===== src/rtl/dmux_dispatch_pkg.sv =====
// rtl/dmux_dispatch_pkg.sv - shared select codes, channel count, FSM states and round-robin helpers
package dmux_dispatch_pkg;

  localparam logic [1:0] SEL_IDLE = 2'b11;
  localparam int         NUM_CH   = 3;

  typedef enum logic [1:0] {
    ST_IDLE  = 2'd0,
    ST_ARB   = 2'd1,
    ST_STALL = 2'd2
  } state_t;

  function automatic logic [1:0] next_ch(input logic [1:0] ch);
    return (ch == 2'd2) ? 2'd0 : ch + 2'd1;
  endfunction

  // Returns {found, channel}; search starts at rr and wraps over the three channels.
  function automatic logic [2:0] rr_pick(input logic [1:0] rr, input logic [NUM_CH-1:0] ready);
    logic [1:0] c;
    logic [2:0] r;
    r = {1'b0, SEL_IDLE};
    c = rr;
    for (int i = 0; i < NUM_CH; i++) begin
      if (!r[2] && ready[c]) begin
        r = {1'b1, c};
      end
      c = next_ch(c);
    end
    return r;
  endfunction

endpackage


===== src/rtl/dmux_dispatch_if.sv =====
// rtl/dmux_dispatch_if.sv - producer and demux-side signals of the dispatcher
interface dmux_dispatch_if #(
  parameter int WIDTH = 16
);
  logic [WIDTH-1:0] in_data;
  logic             in_valid;
  logic             in_ready;
  logic [2:0]       ch_ready;
  logic [1:0]       sel;
  logic [WIDTH-1:0] out_data;
  logic             out_valid;
  logic             busy;

  modport master (
    output in_data, in_valid, ch_ready,
    input  in_ready, sel, out_data, out_valid, busy
  );

  modport slave (
    input  in_data, in_valid, ch_ready,
    output in_ready, sel, out_data, out_valid, busy
  );
endinterface


===== src/rtl/dmux_dispatch_fifo.sv =====
// rtl/dmux_dispatch_fifo.sv - synchronous FIFO with power-of-two depth and wrapping pointers
module sync_fifo #(
  parameter int WIDTH = 16,
  parameter int DEPTH = 4
) (
  input  logic                     clk,
  input  logic                     rst_n,
  input  logic                     push,
  input  logic [WIDTH-1:0]         wr_data,
  input  logic                     pop,
  output logic [WIDTH-1:0]         rd_data,
  output logic                     full,
  output logic                     empty,
  output logic [$clog2(DEPTH):0]   count
);
  localparam int AW = $clog2(DEPTH);

  logic [WIDTH-1:0] mem [DEPTH];
  logic [AW-1:0]    wr_ptr;
  logic [AW-1:0]    rd_ptr;
  logic [AW:0]      cnt;
  logic             do_push;
  logic             do_pop;

  assign full    = (cnt == (AW+1)'(DEPTH));
  assign empty   = (cnt == '0);
  assign count   = cnt;
  assign rd_data = mem[rd_ptr];
  assign do_push = push && !full;
  assign do_pop  = pop && !empty;

  // Pointers are AW bits wide, so incrementing past DEPTH-1 wraps to 0.
  always_ff @(posedge clk or negedge rst_n) begin
    if (!rst_n) begin
      wr_ptr <= '0;
      rd_ptr <= '0;
      cnt    <= '0;
    end else begin
      if (do_push) wr_ptr <= wr_ptr + AW'(1);
      if (do_pop)  rd_ptr <= rd_ptr + AW'(1);
      case ({do_push, do_pop})
        2'b10:   cnt <= cnt + (AW+1)'(1);
        2'b01:   cnt <= cnt - (AW+1)'(1);
        default: cnt <= cnt;
      endcase
    end
  end

  always_ff @(posedge clk) begin
    if (do_push) mem[wr_ptr] <= wr_data;
  end

endmodule


===== src/rtl/dmux_dispatch.sv =====
// rtl/dmux_dispatch.sv - buffers producer words and dispatches each to one of three
// demux channels, round-robin among the channels that are ready.
module dmux_dispatch
  import dmux_dispatch_pkg::*;
#(
  parameter int WIDTH = 16,
  parameter int DEPTH = 4
) (
  input  logic           clk,
  input  logic           rst_n,
  dmux_dispatch_if.slave bus
);
  localparam int CW = $clog2(DEPTH) + 1;

  state_t           state;
  logic [1:0]       rr;
  logic             ready_en;
  logic [1:0]       sel_q;
  logic [WIDTH-1:0] out_data_q;
  logic             out_valid_q;

  logic             fifo_full;
  logic             fifo_empty;
  logic [CW-1:0]    fifo_count;
  logic [WIDTH-1:0] head;
  logic [2:0]       pick;
  logic             push;
  logic             dispatch;

  // ready_en keeps in_ready low until the first edge after reset release.
  assign bus.in_ready  = ready_en && !fifo_full;
  assign push          = bus.in_valid && bus.in_ready;
  assign pick          = rr_pick(rr, bus.ch_ready);
  assign dispatch      = (state == ST_ARB) && pick[2] && !fifo_empty;

  assign bus.sel       = sel_q;
  assign bus.out_data  = out_data_q;
  assign bus.out_valid = out_valid_q;
  assign bus.busy      = !fifo_empty || out_valid_q;

  sync_fifo #(
    .WIDTH (WIDTH),
    .DEPTH (DEPTH)
  ) u_fifo (
    .clk     (clk),
    .rst_n   (rst_n),
    .push    (push),
    .wr_data (bus.in_data),
    .pop     (dispatch),
    .rd_data (head),
    .full    (fifo_full),
    .empty   (fifo_empty),
    .count   (fifo_count)
  );

  always_ff @(posedge clk or negedge rst_n) begin
    if (!rst_n) begin
      state       <= ST_IDLE;
      rr          <= 2'd0;
      ready_en    <= 1'b0;
      sel_q       <= SEL_IDLE;
      out_data_q  <= '0;
      out_valid_q <= 1'b0;
    end else begin
      ready_en    <= 1'b1;
      out_valid_q <= dispatch;
      sel_q       <= dispatch ? pick[1:0] : SEL_IDLE;
      out_data_q  <= dispatch ? head : '0;
      if (dispatch) begin
        rr <= next_ch(pick[1:0]);
      end
      case (state)
        ST_IDLE: begin
          if (!fifo_empty) state <= ST_ARB;
        end
        ST_ARB: begin
          if (fifo_empty) begin
            state <= ST_IDLE;
          end else if (!pick[2]) begin
            state <= ST_STALL;
          end else if (fifo_count == CW'(1) && !push) begin
            // Popping the last word with nothing arriving behind it.
            state <= ST_IDLE;
          end
        end
        ST_STALL: begin
          if (|bus.ch_ready) state <= ST_ARB;
        end
        default: state <= ST_IDLE;
      endcase
    end
  end

endmodule


===== src/flat_wrapper.sv =====
// flat-port wrapper written by rule: the top's interface ports become plain ports
module dmux_dispatch_flat import dmux_dispatch_pkg::*;
#(
  parameter int WIDTH = 16,
  parameter int DEPTH = 4
)
  (clk, rst_n, bus_in_data, bus_in_valid, bus_ch_ready, bus_in_ready, bus_sel, bus_out_data, bus_out_valid, bus_busy);
  dmux_dispatch_if #(.WIDTH(WIDTH)) bus_i ();
  input  logic clk;
  input  logic rst_n;
  input wire logic [$bits(bus_i.in_data)-1:0] bus_in_data;
  input wire logic [$bits(bus_i.in_valid)-1:0] bus_in_valid;
  input wire logic [$bits(bus_i.ch_ready)-1:0] bus_ch_ready;
  output wire logic [$bits(bus_i.in_ready)-1:0] bus_in_ready;
  output wire logic [$bits(bus_i.sel)-1:0] bus_sel;
  output wire logic [$bits(bus_i.out_data)-1:0] bus_out_data;
  output wire logic [$bits(bus_i.out_valid)-1:0] bus_out_valid;
  output wire logic [$bits(bus_i.busy)-1:0] bus_busy;
  assign bus_i.in_data = bus_in_data;
  assign bus_i.in_valid = bus_in_valid;
  assign bus_i.ch_ready = bus_ch_ready;
  assign bus_in_ready = bus_i.in_ready;
  assign bus_sel = bus_i.sel;
  assign bus_out_data = bus_i.out_data;
  assign bus_out_valid = bus_i.out_valid;
  assign bus_busy = bus_i.busy;
  dmux_dispatch #(.WIDTH(WIDTH), .DEPTH(DEPTH)) u_core (.clk(clk), .rst_n(rst_n), .bus(bus_i));
endmodule

===== config.mk =====
export PLATFORM = sky130hd
export DESIGN_NAME = dmux_dispatch_flat
export DESIGN_NICKNAME = d
export VERILOG_FILES = /design/src/rtl/dmux_dispatch_pkg.sv /design/src/rtl/dmux_dispatch_if.sv /design/src/rtl/dmux_dispatch_fifo.sv /design/src/rtl/dmux_dispatch.sv /design/src/flat_wrapper.sv
export SDC_FILE = /design/constraint.sdc
export NUM_CORES = 1
export LEC_CHECK = 0
export CAP_MARGIN = 20
export CORE_MARGIN = 5
export CORE_UTILIZATION = 62
export CTS_BUF_LIST = sky130_fd_sc_hd__clkbuf_8
export DETAILED_ROUTE_END_ITERATION = 6
export GPL_TIMING_DRIVEN = 0
export PLACE_DENSITY = 0.85
export SYNTH_ARGS = -nofsm -noshare
export SYNTH_HDL_FRONTEND = slang
export SYNTH_SLANG_ARGS = --single-unit
export TNS_END_PERCENT = 50

===== constraint.sdc =====
create_clock -name clk -period 5.24 [get_ports clk]
set_clock_uncertainty 0.15 [all_clocks]
set_input_delay 1.31 -clock clk [delete_from_list [all_inputs] [get_ports clk]]
set_output_delay 1.31 -clock clk [all_outputs]
set_load 0.05 [all_outputs]

Word level (Yosys, flattened, before mapping)
Memories as Yosys holds them, arrays and structs flattened.
Cells that the tools add are included.
- add/subtract/negate cells: 7
- reductions and logical operators: 20
- magnitude comparators: 3
- muxes and demuxes: 23
- eq/ne operators: 12
- operators with widths (kind ; number):
    2-to-1 mux 2 bit ; 9
    2-to-1 mux 16 bit ; 1
    adder 2 x 1 -> 2 bit (second input constant) ; 5
    equality test 2 bit (second input constant) ; 5
    logical AND 1 bit ; 9
    < comparator 2 x 3 -> 1 bit (second input constant) ; 3
    2-to-1 mux 3 bit ; 3
    binary-select mux 1 bit (select 2 bit) ; 3
    case mux 2 bit (3 select lines) ; 1
    case mux 3 bit (2 select lines) ; 1
    zero test 1 bit ; 5
    2-to-1 mux 1 bit ; 5
    equality test 2 x 1 -> 1 bit (second input constant) ; 2
    != test 4 x 3 -> 1 bit (second input constant) ; 1
    adder 3 x 1 -> 3 bit (second input constant) ; 1
    equality test 3 x 1 -> 1 bit (second input constant) ; 1
    equality test 3 bit (second input constant) ; 1
    zero test 3 bit ; 1
    AND reduction 3 bit ; 1
    OR reduction 3 bit ; 1
    subtractor 3 x 1 -> 3 bit (second input constant) ; 1
    zero test 2 bit ; 1
    != test 2 x 1 -> 1 bit (second input constant) ; 1
    != test 2 bit (second input constant) ; 1
    other kinds (2) ; 2
- output and inout port bits: 21
- register bits after elaboration: 31
- RAM bits: 64
- logic and storage cells: 75
- memories kept: 1
- memories (name ; depth ; bits a word ; rd ports ; clocked after memory_dff ; wr ports ; RTL line ; RTL):
    u_core.u_fifo.mem ; 4 ; 16 ; 1 ; 0 ; 1 ; dmux_dispatch_fifo.sv:18 ; logic [WIDTH-1:0] mem [DEPTH];

Logic depth before layout (Yosys ltp)
- word-level depth: 14
- depth in mapped cells: 11

Cells and area by module
A second synthesis with hierarchy kept.
- cells, all modules: 196
- area, all modules: 3718.6 µm²
- modules (own cells, without submodules) (module ; area each (µm²) ; sequential area each (µm²) ; cells an instance ; times used):
    sync_fifo ; 2775.2 ; 2097.0 ; 121 ; 1
    dmux_dispatch ; 943.4 ; 603.1 ; 75 ; 1

Least setup slack after synthesis
Ideal clock, no wire load.
- path kind: reg2out
- start point: register u_core.u_fifo.cnt[0] (netlist: u_core.u_fifo.count[0])
- end point: output bus_in_ready
- setup slack: 1.983 ns
- arrival: 1.797 ns
- data required time: 3.780 ns
- path buffers: 0
- stages on the path, launching flop included: 4
- cells stage by stage: dfrtp_1 -> inv_1 -> ha_1 -> a21boi_0
- word-level cells in the longest chain between the ends: 3
- RTL lines (what ; RTL line ; RTL):
    start: declaration ; dmux_dispatch_fifo.sv:21 ; logic [AW:0] cnt;
    start signal: assignment ; dmux_dispatch_fifo.sv:42 ; 2'b10: cnt <= cnt + (AW+1)'(1);
    start signal: assignment ; dmux_dispatch_fifo.sv:43 ; 2'b01: cnt <= cnt - (AW+1)'(1);
    start signal: assignment ; dmux_dispatch_fifo.sv:44 ; default: cnt <= cnt;
    equality test 3 bit ; dmux_dispatch_fifo.sv:25 ; assign full = (cnt == (AW+1)'(DEPTH));
    zero test 1 bit ; dmux_dispatch.sv:31 ; assign bus.in_ready = ready_en && !fifo_full;
    logical AND 1 bit ; dmux_dispatch.sv:31 ;
    end: declaration ; flat_wrapper.sv:14 ; output wire logic [$bits(bus_i.in_ready)-1:0] bus_in_ready;
Every way passes these cells.

Final worst setup path
- start point: register u_core.u_fifo.cnt[0] (netlist: u_core.u_fifo.count[0])
- end point: output bus_busy
- word-level cells in the longest chain between the ends: 3
- RTL lines (what ; RTL line ; RTL):
    zero test 3 bit ; dmux_dispatch_fifo.sv:26 ; assign empty = (cnt == '0);
    zero test 1 bit ; dmux_dispatch.sv:39 ; assign bus.busy = !fifo_empty || out_valid_q;
    logical OR 1 bit ; dmux_dispatch.sv:39 ;
    end: declaration ; flat_wrapper.sv:18 ; output wire logic [$bits(bus_i.busy)-1:0] bus_busy;
Every way passes these cells.

==> qor.txt <==
TritonCTS Buffers - 9
Critical Setup Path Class - flip-flop to output port
TritonCTS clock tree - done
DIE HEIGHT - 87.6 um
run status - finished, final reports clean
Synth Instances - 203
net total in the final layout - 287
vias after detailed routing - 1861
wire length of the first global-routing pass - 10100 um
post-CTS clock slew at the launch and capture registers of the worst setup and hold paths - 0.08 ns
reported max-cap violation count - 0
Required @ worst endpoint - 3.78 ns
period utilisation layout - 69.0%
register bit total from synthesis - 95
number of top-level pins - 43
H-tree Lvls - 3
final worst path period need - 3.61 ns
count of distinct cell types in the synthesized netlist - 40
routability congestion estimate from global placement - 0.858
row count - 28
headroom to the max-slew limit - 40.3%
routed length per instance - 18.5 um
remaining antenna violation count - 0
Starting DRT DRC Count - 162
global route total overflow - 0
number of synthesized flops with an enable pin - 64
GR Util All Layers - 18.5%
dominant cell type by area after synthesis - sky130_fd_sc_hd__edfxtp_1
Final Hold Viols - 0
Pwr per Cell Area - 541 mW/mm2
top cells by area, synth - sky130_fd_sc_hd__edfxtp_1 (51%), sky130_fd_sc_hd__dfrtp_1 (19%), sky130_fd_sc_hd__mux4_2 (9.7%)
DRC violation count after routing - 0
Max Slew Vio Count - 0
Worst Hold Depth - 1
number of global-route vias before repair - 1991
ratio of cells with drive above 1 in the final layout - 17.3%
number of buffers inserted by hold repair at cts - 0
Most used DFF post-synth - sky130_fd_sc_hd__edfxtp_1
Die Width - 87.6 um
buffers added on ports - 42
Net Count, Synth - 234
Std-Cell Core Area - 0.00589 mm2
number of instances resized during post-cts repair - 0
final setup violation count - 0
area share of the largest cell type after synthesis - 51.5%
total negative slack - 0 ns
final wirelength - 6190 um
Diodes inserted - 0
Worst Reg-to-Reg Cells - 4
sink count of the clock tree - 95
Peak supply drop - 0.000300 V
worst-path fanout max - 4
leakage component of the power - 1.64 nW
Avg Vias per Cell - 5.56
CP arrival - 2.15 ns
number of antenna violations at the first check in global routing - 0
path category of the worst min-delay check - flip-flop to flip-flop
kind of end point of the critical path - output port
most frequent cell after synthesis - sky130_fd_sc_hd__edfxtp_1
clock latency reported for the late side of the worst-skew pair - 0.35 ns
FFs w/ async S/R, synth - 32.6%
top achievable clock speed - 277 MHz
cell area after synthesis - 0.00373 mm2
Final Core Density - 75.2%
HPWL after detailed placement - 3970 um
deepest clock path buffer count - 2
Syn. warnings - 0
average cell area after synthesis - 18.4 um2
CP Launch Type - flip-flop
die area - 0.00767 mm2
unrepaired setup endpoints after global routing - no
drt first pass iters - 4
fraction of the yosys area taken by sequential cells - 72.3%
layout overhead on the synthesized area - 18.6%
count of buffers added by post-CTS timing repair for setup - 0
effective utilization at floorplan - 63.4%
CTS root buf - sky130_fd_sc_hd__clkbuf_8
slew at the pin closest to its max-slew limit - 0.895 ns
top post-synthesis cells by count - sky130_fd_sc_hd__edfxtp_1 (64), sky130_fd_sc_hd__dfrtp_1 (29), sky130_fd_sc_hd__mux4_2 (16), sky130_fd_sc_hd__nor2b_1 (16), sky130_fd_sc_hd__ha_1 (9)
pin count of the biggest net entering global routing - 32
==> report_power, final <==
part | leakage, nW | internal (mW) | switching, mW
combinational | 0.569 | 0.401 | 0.516
sequential | 0.970 | 0.957 | 0.0670
clock | 0.0988 | 0.217 | 0.239
total | 1.64 | 1.57 | 0.822
==> per-layer routing <==
layer / share of wire (%) / GRT usage, % / vias up
met1: 42 / 24.0 / 937
met4: 1.3 / 7.39 / 0
met3: 5.3 / 4.61 / 9
met5: 0 / 0 / -
li1: - / - / 868
met2: 51 / 30.3 / 47
==> cells in the final DEF, fill, tap and decap left out, drive strengths merged, types with 3 or more instances in the layout <==
master and count:
edfxtp 64, ha 9, clkdlybuf4s50 41, clkinv 5
and2b 3, o21ai 3, and2 4, nand2 4
clkbuf 9, nor2b 16, buf 8, nand2b 5
inv 8, dfrtp 29, xnor2 5, mux4 16
==> through the flow <==
step	hold WS [ns]	area [um2]	total power [mW]	setup slack (ns)	instances
after floorplan	0.324	3730	1.70	1.98	203
after global placement	0.342	4250	1.93	1.60	320
after detailed placement	0.350	4240	1.97	1.56	320
after CTS	0.361	4430	2.42	1.61	335
after global routing	0.392	4430	2.53	1.49	335
final	0.358	4430	2.40	1.63	335
==> critical path, cell delays in order (launching register included) <==
cell	delay [ns]
sky130_fd_sc_hd__dfrtp_1	0.42
sky130_fd_sc_hd__inv_1	0.09
sky130_fd_sc_hd__ha_1	0.25
sky130_fd_sc_hd__nor2b_1	0.17
sky130_fd_sc_hd__nand2b_1	0.08
sky130_fd_sc_hd__clkdlybuf4s50_1	0.79
==> kinds of logic after synthesis <==
family / after synthesis / synth area share (%)
flip-flops: 95 / 72.3
XOR/XNOR: 6 / 1.41
adder cells (fa/ha/maj): 9 / 3.02
multiplexers: 18 / 10.2
AND/OR/NAND/NOR: 41 / 6.77
other: 1 / 0.100
AO/OA/AOI/OAI: 18 / 3.89
buffers and inverters: 15 / 2.25
==> layout make-up <==
class / count / area (um2)
plain buffers: 7 / 53.8
repair buffers: 42 / 415
flip-flops and latches: 95 / 2700
inverters: 8 / 30.0
fillers: 342 / 1460
multi-input cells: 93 / 948
well taps: 75 / 93.8
clock inverters: 6 / 62.6
clock buffers: 9 / 124
==> sequential cells by signal, summed over array words and instances (netlist names) <==
name / flops
u_core.u_fifo.wr_ptr: 2
u_core.u_fifo.mem: 64
u_core.u_fifo.rd_ptr: 2
u_core.ready_en: 1
u_core.state: 2
u_core.u_fifo.count: 3
u_core.bus.sel: 2
u_core.rr: 2
u_core.bus.out_data: 16
u_core.bus.out_valid: 1
==> final timing paths <==
check	from	endpoint	slack, ns
min in group asynchronous	rst_n	u_core.bus.out_data[2]	0.86
worst max register to register	u_core.u_fifo.count[0]	u_core.u_fifo.mem[0][8]	2.66
worst min register to register	u_core.state[0]	u_core.state[0]	0.36
worst min-delay path	u_core.state[0]	u_core.state[0]	0.36
max in group asynchronous	rst_n	u_core.u_fifo.rd_ptr[0]	3.62
worst max-delay path	u_core.u_fifo.count[0]	bus_busy	1.63
No activity file was read; power rests on OpenSTA's default activity.
